### config.mk
export PLATFORM = sky130hd
export DESIGN_NAME = mem_stage_flat
export DESIGN_NICKNAME = d
export VERILOG_FILES = /design/src/rtl/mips_pkg.sv /design/src/rtl/mem_stage_if.sv /design/src/rtl/mem_lane.sv /design/src/rtl/mem_stage.sv /design/src/flat_wrapper.sv
export SDC_FILE = /design/constraint.sdc
export NUM_CORES = 1
export LEC_CHECK = 0
export ABC_AREA = 0
export CAP_MARGIN = 20
export CORE_UTILIZATION = 45
export DETAILED_ROUTE_END_ITERATION = 10
export PLACE_DENSITY = 0.76
export SYNTH_ARGS = -nofsm -noshare
export SYNTH_HDL_FRONTEND = slang
export SYNTH_SLANG_ARGS = --single-unit
### constraint.sdc
create_clock -name clk -period 9.1 [get_ports clk]
set_clock_uncertainty 0.15 [all_clocks]
set_input_delay 1.82 -clock clk [delete_from_list [all_inputs] [get_ports clk]]
set_output_delay 1.82 -clock clk [all_outputs]
set_load 0.02 [all_outputs]
### src/rtl/mips_pkg.sv
// Shared MIPS32 datapath constants: access-size encodings, MEM-stage FSM
// state codes and the hard-wired zero register number.
package mips_pkg;

  localparam logic [1:0] SZ_BYTE = 2'b00;
  localparam logic [1:0] SZ_HALF = 2'b01;
  localparam logic [1:0] SZ_WORD = 2'b10;  // 2'b11 also decodes as word

  localparam logic [0:0] ST_IDLE = 1'b0;
  localparam logic [0:0] ST_WAIT = 1'b1;

  localparam logic [4:0] REG_ZERO = 5'd0;

endpackage

### src/rtl/mem_stage_if.sv
// Data-memory request/acknowledge bus with byte lanes.
// master: the MEM pipeline stage; slave: the data memory.
interface mem_stage_if #(
  parameter int AW = 32,
  parameter int DW = 32
);

  logic            dm_req;
  logic            dm_we;
  logic [AW-1:0]   dm_addr;
  logic [DW/8-1:0] dm_be;
  logic [DW-1:0]   dm_wdata;
  logic [DW-1:0]   dm_rdata;
  logic            dm_ack;

  modport master (
    output dm_req, dm_we, dm_addr, dm_be, dm_wdata,
    input  dm_rdata, dm_ack
  );

  modport slave (
    input  dm_req, dm_we, dm_addr, dm_be, dm_wdata,
    output dm_rdata, dm_ack
  );

endinterface

### src/rtl/mem_lane.sv
// Byte-lane steering for the MEM stage: byte enables, store-data
// replication and load extract with zero/sign extension.
module mem_lane
  import mips_pkg::*;
(
  input  logic [1:0]  addrLo,
  input  logic [1:0]  size,
  input  logic        sext,
  input  logic [31:0] storeData,
  input  logic [31:0] rdata,
  output logic [3:0]  be,
  output logic [31:0] wdata,
  output logic [31:0] loadData
);

  logic [7:0]  byteVal;
  logic [15:0] halfVal;

  // Select lanes by size; halfwords only look at addrLo[1], words at nothing.
  always_comb begin
    be       = 4'b1111;
    wdata    = storeData;
    loadData = rdata;
    byteVal  = 8'(rdata >> {addrLo, 3'b000});
    halfVal  = 16'(rdata >> {addrLo[1], 4'b0000});
    case (size)
      SZ_BYTE: begin
        be       = 4'b0001 << addrLo;
        wdata    = {4{storeData[7:0]}};
        loadData = sext ? {{24{byteVal[7]}}, byteVal} : {24'h0, byteVal};
      end
      SZ_HALF: begin
        be       = 4'b0011 << {addrLo[1], 1'b0};
        wdata    = {2{storeData[15:0]}};
        loadData = sext ? {{16{halfVal[15]}}, halfVal} : {16'h0, halfVal};
      end
      SZ_WORD, 2'b11: begin
        be       = 4'b1111;
        wdata    = storeData;
        loadData = rdata;
      end
      default: ;
    endcase
  end

endmodule

### src/rtl/mem_stage.sv
// MIPS32 MEM stage: drives the data-memory req/ack bus, stalls the
// pipeline while an access is outstanding and registers MEM/WB.
// Optional: define MEM_STAGE_ADDR_CHECK_EN to trap misaligned half/word
// accesses (o_adel / o_ades) instead of aligning them down.
module mem_stage
  import mips_pkg::*;
#(
  parameter int AW = 32,
  parameter int DW = 32
) (
  input  logic        clk,
  input  logic        rst,
  input  logic [31:0] i_busC,
  input  logic [31:0] i_busB,
  input  logic [4:0]  i_rd,
  input  logic        i_valid,
  input  logic        i_memrd,
  input  logic        i_memwr,
  input  logic [1:0]  i_size,
  input  logic        i_sext,
  mem_stage_if.master dm,
  output logic [31:0] o_busW,
  output logic [4:0]  o_rd,
  output logic        o_we,
  output logic        o_valid,
  output logic        o_stall
`ifdef MEM_STAGE_ADDR_CHECK_EN
  ,
  output logic        o_adel,
  output logic        o_ades
`endif
);

  logic [0:0]      state, stateNext;
  logic            inWait;
  logic            isMem, isStore, memGo;
  logic            reqInt, captureEn;

  // Copies of the request taken when an access has to wait for memory.
  logic [31:0]     addrQ, dataQ;
  logic [1:0]      sizeQ;
  logic            sextQ, storeQ;
  logic [4:0]      rdQ;

  // Lane-logic operands: live inputs in IDLE, captured copies in WAIT.
  logic [31:0]     selAddr, selData;
  logic [1:0]      selSize;
  logic            selSext, selStore;
  logic [4:0]      selRd;

  logic [DW/8-1:0] laneBe;
  logic [DW-1:0]   laneWdata;
  logic [31:0]     loadData;

  assign isMem   = i_valid & (i_memrd | i_memwr);
  assign isStore = i_memwr & ~i_memrd;   // load wins if both are set
  assign inWait  = (state == ST_WAIT);

`ifdef MEM_STAGE_ADDR_CHECK_EN
  logic misalign;

  // Misaligned half/word accesses are trapped and never reach memory.
  always_comb begin
    misalign = 1'b0;
    case (i_size)
      SZ_BYTE: misalign = 1'b0;
      SZ_HALF: misalign = i_busC[0];
      default: misalign = |i_busC[1:0];
    endcase
  end

  assign memGo = isMem & ~misalign;
`else
  assign memGo = isMem;
`endif

  // Choose between live and captured request fields.
  always_comb begin
    selAddr  = i_busC;
    selData  = i_busB;
    selSize  = i_size;
    selSext  = i_sext;
    selStore = isStore;
    selRd    = i_rd;
    if (inWait) begin
      selAddr  = addrQ;
      selData  = dataQ;
      selSize  = sizeQ;
      selSext  = sextQ;
      selStore = storeQ;
      selRd    = rdQ;
    end
  end

  mem_lane uLane (
    .addrLo   (selAddr[1:0]),
    .size     (selSize),
    .sext     (selSext),
    .storeData(selData),
    .rdata    (dm.dm_rdata),
    .be       (laneBe),
    .wdata    (laneWdata),
    .loadData (loadData)
  );

  // Memory bus and stall; reset kills any request at once, even mid-WAIT.
  always_comb begin
    reqInt      = ~rst & (inWait | memGo);
    dm.dm_req   = reqInt;
    dm.dm_we    = reqInt & selStore;
    dm.dm_addr  = {selAddr[AW-1:2], 2'b00};
    dm.dm_be    = laneBe;
    dm.dm_wdata = laneWdata;
    o_stall     = reqInt & ~dm.dm_ack;
  end

  assign captureEn = ~inWait & memGo & ~dm.dm_ack;

  // Next-state logic: wait only when the access is not acked immediately.
  always_comb begin
    stateNext = state;
    case (state)
      ST_IDLE: if (memGo && !dm.dm_ack) stateNext = ST_WAIT;
      ST_WAIT: if (dm.dm_ack) stateNext = ST_IDLE;
      default: stateNext = ST_IDLE;
    endcase
  end

  // FSM state register.
  always_ff @(posedge clk or posedge rst) begin
    if (rst) state <= ST_IDLE;
    else     state <= stateNext;
  end

  // Capture the request as it enters WAIT so the bus stays stable.
  always_ff @(posedge clk or posedge rst) begin
    if (rst) begin
      addrQ  <= '0;
      dataQ  <= '0;
      sizeQ  <= '0;
      sextQ  <= 1'b0;
      storeQ <= 1'b0;
      rdQ    <= '0;
    end else if (captureEn) begin
      addrQ  <= i_busC;
      dataQ  <= i_busB;
      sizeQ  <= i_size;
      sextQ  <= i_sext;
      storeQ <= isStore;
      rdQ    <= i_rd;
    end
  end

  // MEM/WB register: results on completion, bubbles while waiting or trapped.
  always_ff @(posedge clk or posedge rst) begin
    if (rst) begin
      o_busW  <= '0;
      o_rd    <= '0;
      o_we    <= 1'b0;
      o_valid <= 1'b0;
`ifdef MEM_STAGE_ADDR_CHECK_EN
      o_adel  <= 1'b0;
      o_ades  <= 1'b0;
`endif
    end else begin
`ifdef MEM_STAGE_ADDR_CHECK_EN
      o_adel <= 1'b0;
      o_ades <= 1'b0;
`endif
      if (reqInt) begin
        if (dm.dm_ack) begin
          o_valid <= 1'b1;
          o_we    <= ~selStore;
          o_rd    <= selStore ? REG_ZERO : selRd;
          o_busW  <= selStore ? '0 : loadData;
        end else begin
          o_valid <= 1'b0;
          o_we    <= 1'b0;
          o_rd    <= REG_ZERO;
          o_busW  <= '0;
        end
      end
`ifdef MEM_STAGE_ADDR_CHECK_EN
      else if (isMem) begin
        o_valid <= 1'b0;
        o_we    <= 1'b0;
        o_rd    <= REG_ZERO;
        o_busW  <= '0;
        o_adel  <= ~isStore;
        o_ades  <= isStore;
      end
`endif
      else begin
        o_valid <= i_valid;
        o_we    <= i_valid;
        o_rd    <= i_valid ? i_rd : REG_ZERO;
        o_busW  <= i_valid ? i_busC : '0;
      end
    end
  end

endmodule

### src/flat_wrapper.sv
// flat-port wrapper written by rule: the top's interface ports become plain ports
module mem_stage_flat import mips_pkg::*;
#(
  parameter int AW = 32,
  parameter int DW = 32
)
  (clk, rst, i_busC, i_busB, i_rd, i_valid, i_memrd, i_memwr, i_size, i_sext, o_busW, o_rd, o_we, o_valid, o_stall, dm_dm_req, dm_dm_we, dm_dm_addr, dm_dm_be, dm_dm_wdata, dm_dm_rdata, dm_dm_ack);
  mem_stage_if #(.AW(AW), .DW(DW)) dm_i ();
  input  logic clk;
  input  logic rst;
  input  logic [31:0] i_busC;
  input  logic [31:0] i_busB;
  input  logic [4:0] i_rd;
  input  logic i_valid;
  input  logic i_memrd;
  input  logic i_memwr;
  input  logic [1:0] i_size;
  input  logic i_sext;
  output logic [31:0] o_busW;
  output logic [4:0] o_rd;
  output logic o_we;
  output logic o_valid;
  output logic o_stall;
  output wire logic [$bits(dm_i.dm_req)-1:0] dm_dm_req;
  output wire logic [$bits(dm_i.dm_we)-1:0] dm_dm_we;
  output wire logic [$bits(dm_i.dm_addr)-1:0] dm_dm_addr;
  output wire logic [$bits(dm_i.dm_be)-1:0] dm_dm_be;
  output wire logic [$bits(dm_i.dm_wdata)-1:0] dm_dm_wdata;
  input wire logic [$bits(dm_i.dm_rdata)-1:0] dm_dm_rdata;
  input wire logic [$bits(dm_i.dm_ack)-1:0] dm_dm_ack;
  assign dm_dm_req = dm_i.dm_req;
  assign dm_dm_we = dm_i.dm_we;
  assign dm_dm_addr = dm_i.dm_addr;
  assign dm_dm_be = dm_i.dm_be;
  assign dm_dm_wdata = dm_i.dm_wdata;
  assign dm_i.dm_rdata = dm_dm_rdata;
  assign dm_i.dm_ack = dm_dm_ack;
  mem_stage #(.AW(AW), .DW(DW)) u_core (.clk(clk), .rst(rst), .i_busC(i_busC), .i_busB(i_busB), .i_rd(i_rd), .i_valid(i_valid), .i_memrd(i_memrd), .i_memwr(i_memwr), .i_size(i_size), .i_sext(i_sext), .dm(dm_i), .o_busW(o_busW), .o_rd(o_rd), .o_we(o_we), .o_valid(o_valid), .o_stall(o_stall));
endmodule
==> metrics.yaml, run 1 <==
grt:
  grt_first_pass_wirelength_mm: 28.6
  grt_pass1_vias: 5259
  grt_max_degree: 73
  grt_use_total_pct: 25.8
  grt-ovfl-total: 0
  antenna_found_initial: 0
clocking:
  clkTransAtPathRegs_ps: 50
  cts_inserted_buffers: 17
  clk_latency_ps: 400
  clk_path_buf_depth: 2
  htreeDepth: 4
  cts_hold_buf: 0
  cts_resized: 0
  cts_tree: "built"
  postCtsSetupRepairBufs: 0
  cts_num_sinks: 113
  ctsRootBufferMaster: "clkbuf_16"
sta:
  rsz0062_at_grt: "no"
  setup_viol: 0
  max_freq_mhz: 146
  timing.hold.ws_ps: 335
  drv_slew: 0
  hold_viol_final: 0
  fin_tns_setup_ps: 0
  fin_ws_ps: 2240
  slew_headroom_pct: 26.5
  min_period_over_period_pct: 75.3
  worst_pin_slew_ps: 1100
  period_needed_ps: 6860
floorplanning:
  fp-row-count: 43
  die-area_um2: 14600
  start_util_pct: 46.0
  core_area_um2: 13800
  die_y_um: 121
  ioPinCount: 220
  die_x_um: 121
power_and_ir_drop:
  power.leakage_nw: 3.97
  ir_drop_v: 0.000118
  p_per_area_nw_per_um2: 209
setup_path:
  cp_common_cell: "clkdlybuf4s50_1"
  cp.required_ps: 7130
  path_depth: 6
  cp-end-kind: "output pin"
  crit_fanout: 24
  cp_top_family: "simple AND/OR/NAND/NOR gates"
  arrival_ps: 4890
  max_stage_delay_ps: 740
  cp-start-kind: "input port"
  path_buf_inv: 2
  r2r_slack_ps: 5530
  r2r.worst_path.cells: 6
  crit_type: "input port to output pin"
  crit_path_cell_trace: "clkdlybuf4s50_1 > nor2b_1 > or2_1 > o221ai_1 > o21ai_0 > clkdlybuf4s50_1"
  worst_path_max_delay_cell: "or2_1"
  rr_endpoint: "u_core.o_busW[31]$_DFF_PP0_"
  timing.rr.start: "u_core.inWait$_DFF_PP0_"
synthesis:
  synthesis.area_um2: 6360
  ys_ff_latch: 113
  synth_edf_count: 0
  ys.warnings.count: 0
  yosys.area.top_type_share_pct: 44.4
  async_flop_share_pct: 100
  syn_area_per_cell_um2: 11.8
  synth_most_common_cell: "dfrtp_1"
  ys_types: 49
  synth_top_cell_by_area: "dfrtp_1"
  synth_area_leaders: "dfrtp_1 44%, mux2_4 14%, mux2_2 11%, mux2i_1 6.1%, o21ai_1 2.6%"
  yosysSeqAreaShare_pct: 44.4
  synthCells: 537
  synthFlopType: "dfrtp_1"
  synth_commonest_cells: "113 x dfrtp_1, 63 x mux2_2, 59 x mux2_4, 43 x nand2_1, 39 x mux2i_1"
route:
  wl_per_cell_um: 20.1
  drc: 0
  drt_iter0_drc: 336
  drt_first_pass_iters: 6
  via_per_inst: 5.51
  postRouteAntennaNets: 0
  drt-total-wl_mm: 18.6
  vias: 5117
final_layout:
  diodes: 0
  drive_above_1_share_pct: 22.5
  fin_cells: 928
  syn_to_final_growth_pct: 43.6
  fin_util_pct: 66.1
  nets: 847
worst_hold_path:
  worst_hold_path.endpoint: "u_core.storeQ$_DFFE_PP0P_"
  holdCritStartpoint: "u_core.storeQ$_DFFE_PP0P_"
  hold_path_class: "flop to flop"
  whs_path_depth: 2
placement:
  dp_hpwl_mm: 13.2
  preCtsSetupSlack_ps: 2280
  gp_congestion: 0.882
  placed_cells: 898
  port_buffers: 217
outcome:
  status: "finished clean"
job:
  drv_cap: 0
## area by class of cell
type	instances	area (um2)
Clock buffer	25	505
Clock inverter	5	100
Fill cell	1043	4690
Inverter	7	28.8
Multi-Input combinational cell	375	3230
Sequential cell	113	2830
Tap cell	180	225
Timing Repair Buffer	223	2220
## how the worst max path moves through the flow
stage               startpoint         endpoint  slack [ps]
floorplan            i_size[1]  dm_dm_wdata[16]        4020
global placement     i_size[1]  dm_dm_wdata[21]        2540
detailed placement   i_size[1]  dm_dm_wdata[19]        2280
CTS                  i_size[1]  dm_dm_wdata[19]        2260
global route         i_size[1]  dm_dm_wdata[19]        2050
finish               i_size[1]  dm_dm_wdata[19]        2240
## through the flow
stage                     power [mW]  instance area [um2]
after global routing            1.98                 9130
after floorplan                0.994                 6370
after detailed placement        1.23                 8530
after global placement          1.21                 8530
after CTS                       1.92                 9130
final                           1.91                 9130
## per-layer routing
metal,track usage [%],vias to the layer above,routed length (um)
li1,-,2343,-
met1,33.9,2501,8030
met2,40.3,224,9020
met3,5.45,49,979
met4,13.2,0,612
met5,0,-,0
## placed cells by master (no fill, tap or decap), types with 2 or more instances in the layout
master,netlist,layout
a32o_1,5,5
a22oi_1,5,5
o21ai_1,33,33
nand3b_1,3,3
clkbuf_1,9,3
mux2i_1,39,39
buf_4,10,6
clkbuf_8,0,5
a21oi_1,30,30
o221ai_1,8,8
bufinv_16,0,3
conb_1,1,2
clkinv_2,0,2
nor2b_1,5,5
clkdlybuf4s50_1,0,217
mux2_2,63,63
nand2_1,43,43
dfrtp_1,113,112
clkbuf_16,0,17
nor2_1,25,25
o21a_1,2,2
or3b_2,2,2
a221o_1,3,3
mux2_4,59,59
inv_1,7,6
a21o_1,2,2
o21ai_0,23,23
## where the power goes
part	internal [mW]	switching, mW
clock	0.463	0.218
combinational	0.312	0.271
sequential	0.590	0.0539
total	1.36	0.543
## cells by family (layout without fill, tap and decap cells)
group | Yosys count | count (layout) | synth area share (%)
muxes | 163 | 163 | 31.8
AOI/OAI and AO/OA | 121 | 121 | 12.1
DFF | 113 | 113 | 44.4
and+or+nand+nor | 89 | 89 | 6.53
buffers and inverters | 50 | 260 | 5.11
other | 1 | 2 | 0.0589
## flip-flops by register name, summed over array words and instances, names as in the netlist
signal	cells
u_core.addrQ	32
u_core.dataQ	32
u_core.inWait	1
u_core.o_busW	32
u_core.o_rd	5
u_core.o_valid	1
u_core.o_we	1
u_core.rdQ	5
u_core.sextQ	1
u_core.sizeQ	2
u_core.storeQ	1
## worst min-delay path: stages, from the launching register on
cell and delay [ps]:
dfrtp_1 340, nand2_1 40, o21ai_0 60
No activity file was read; power rests on OpenSTA's default activity.
==> run 2: changes to the inputs <==
clock period = 6.85 ns   (was 9.1 ns; I/O delays follow)
==> metrics.yaml, run 2 (synthesis gave the netlist of run 1 again) <==
clocking:
  clkTransAtPathRegs_ps: 50  # about the same
  cts_resized: 0  # unchanged
  clk_latency_ps: 410  # was 400 ps
  cts_hold_buf: 0  # unchanged
  cts_num_sinks: 113  # unchanged
  clk_path_buf_depth: 2  # unchanged
  postCtsSetupRepairBufs: 0  # unchanged
  ctsRootBufferMaster: "clkbuf_16"  # unchanged
  htreeDepth: 4  # unchanged
  cts_inserted_buffers: 17  # unchanged
  cts_tree: "built"  # unchanged
floorplanning:
  core_area_um2: 13800  # unchanged
  die-area_um2: 14600  # unchanged
  ioPinCount: 220  # unchanged
  die_y_um: 121  # unchanged
  start_util_pct: 46.0  # unchanged
  fp-row-count: 43  # unchanged
  die_x_um: 121  # unchanged
final_layout:
  syn_to_final_growth_pct: 44.3  # was 43.6%
  top_regs: "u_core.addrQ x32, u_core.dataQ x32, u_core.o_busW x32"  # unchanged
  nets: 847  # unchanged
  mostFrequentLayoutCells: "217 x clkdlybuf4s50_1, 112 x dfrtp_1, 63 x mux2_2"  # unchanged
  fin_cells: 930  # was 928
  fin_util_pct: 66.4  # was 66.1%
  final_common_cell: "clkdlybuf4s50_1"  # unchanged
  diodes: 0  # unchanged
  fill_cells: 1052  # was 1043
  drive_above_1_share_pct: 22.8  # was 22.5%
sta:
  slew_headroom_pct: 27.6  # was 26.5%
  drv_slew: 0  # unchanged
  min_period_over_period_pct: 85.7
  hold_viol_final: 0  # unchanged
  worst_pin_slew_ps: 1080  # was 1100 ps
  fin_tns_setup_ps: 0  # unchanged
  period_needed_ps: 5870
  rsz0062_at_grt: "no"  # unchanged
  setup_viol: 0  # unchanged
  max_freq_mhz: 170
setup_path:
  path_buf_inv: 2  # unchanged
  cp_top_family: "simple AND/OR/NAND/NOR gates"  # unchanged
  crit_fanout: 24  # unchanged
  crit_path_cell_trace: "clkdlybuf4s50_1 > nor2b_1 > or2_1 > o221ai_1 > o21ai_0 > clkdlybuf4s50_1"  # unchanged
  worst_path_max_delay_cell: "or2_1"  # unchanged
  path_depth: 6  # unchanged
  cp.required_ps: 5330  # was 7130 ps
  cp-end-kind: "output pin"  # unchanged
  cp_common_cell: "clkdlybuf4s50_1"  # unchanged
  arrival_ps: 4350  # was 4890 ps
  r2r.worst_path.cells: 6  # unchanged
  crit_type: "input port to output pin"  # unchanged
  max_stage_delay_ps: 730  # was 740 ps
  cp-start-kind: "input port"  # unchanged
power_and_ir_drop:
  power.leakage_nw: 3.99  # was 3.97 nW
  ir_drop_v: 0.000174  # was 0.000118 V
  p_per_area_nw_per_um2: 283  # was 209 nW/um2
  power_mw: 2.60  # was 1.91 mW
placement:
  dp_hpwl_mm: 13.3  # was 13.2 mm
  gp_congestion: 0.907  # was 0.882
  placed_cells: 898  # unchanged
  port_buffers: 217  # unchanged
route:
  drt_first_pass_iters: 5  # was 6
  wl_per_cell_um: 20.0  # was 20.1 um
  vias: 5078  # was 5117
  drt-total-wl_mm: 18.6  # about the same
  drc: 0  # unchanged
  postRouteAntennaNets: 0  # unchanged
  via_per_inst: 5.46  # was 5.51
  drt_iter0_drc: 220  # was 336
grt:
  grt_first_pass_wirelength_mm: 29.0  # was 28.6 mm
  antenna_found_initial: 0  # unchanged
  grt_max_degree: 63  # was 73
  grt_use_total_pct: 26.1  # was 25.8%
  grt_pass1_vias: 5237  # was 5259
  grt-ovfl-total: 0  # unchanged
worst_hold_path:
  hold_path_class: "flop to flop"  # unchanged
  whs_path_depth: 2  # unchanged
outcome:
  status: "finished clean"  # unchanged
job:
  drv_cap: 0  # unchanged
-- run 2: cell types whose count changed in the layout (fill, tap and decap cells not counted), sizes merged --
cell and delta:
bufinv +2, clkbuf -3, clkinv +1, clkinvlp +2
-- run 2: final cells by class --
cell class	count	area, um2	area share (%)
multi-input cells	375	3230	35.1
flip-flops and latches	113	2830	30.8
repair buffers	223	2220	24.1
clock buffers	22	474	5.16
well taps	180	225	2.45
clock inverters	10	180	1.96
inverters	7	28.8	0.313
-- run 2: report_power, final --
| group | leakage, nW | switching [mW] | internal [mW] |
|---|---|---|---|
| registers | 1.39 | 0.0730 | 0.783 |
| clock network | 0.316 | 0.305 | 0.672 |
| logic | 2.29 | 0.355 | 0.414 |
| total | 3.99 | 0.733 | 1.87 |
-- run 2: layer usage --
metal | track usage (%) | vias to the layer above | part of all wire [%]
met1 | 33.9 | 2525 | 44
met4 | 11.1 | 0 | 2.9
met3 | 6.02 | 42 | 4.6
met5 | 0 | - | 0
met2 | 41.8 | 165 | 48
li1 | - | 2346 | -
-- run 2: final timing paths --
path,startpoint,end,slack [ps]
setup / recovery,i_size[1],dm_dm_wdata[19],980
hold / removal,u_core.storeQ$_DFFE_PP0P_,u_core.storeQ$_DFFE_PP0P_,330
setup reg to reg,u_core.inWait$_DFF_PP0_,u_core.o_busW[10]$_DFF_PP0_,3320
hold reg to reg,u_core.storeQ$_DFFE_PP0P_,u_core.storeQ$_DFFE_PP0P_,330
max in group asynchronous,rst,u_core.inWait$_DFF_PP0_,3930
min in group asynchronous,rst,u_core.o_rd[4]$_DFF_PP0_,1390
-- run 2: worst reg2reg max path, stage by stage (launching register included) --
cell and delay [ps]:
dfrtp_4 730, buf_4 630, inv_1 350, a21oi_2 300, and3_1 630, nand3b_4 360, o21ai_0 290
-- run 2: stage by stage --
| step | worst slack, ps | area [um2] | hold slack, ps |
|---|---|---|---|
| floorplan | 2340 | 6370 | 300 |
| global placement | 1140 | 8530 | 316 |
| detailed placement | 1010 | 8530 | 327 |
| CTS | 1000 | 9180 | 339 |
| global route | 783 | 9180 | 367 |
| finish | 982 | 9180 | 333 |
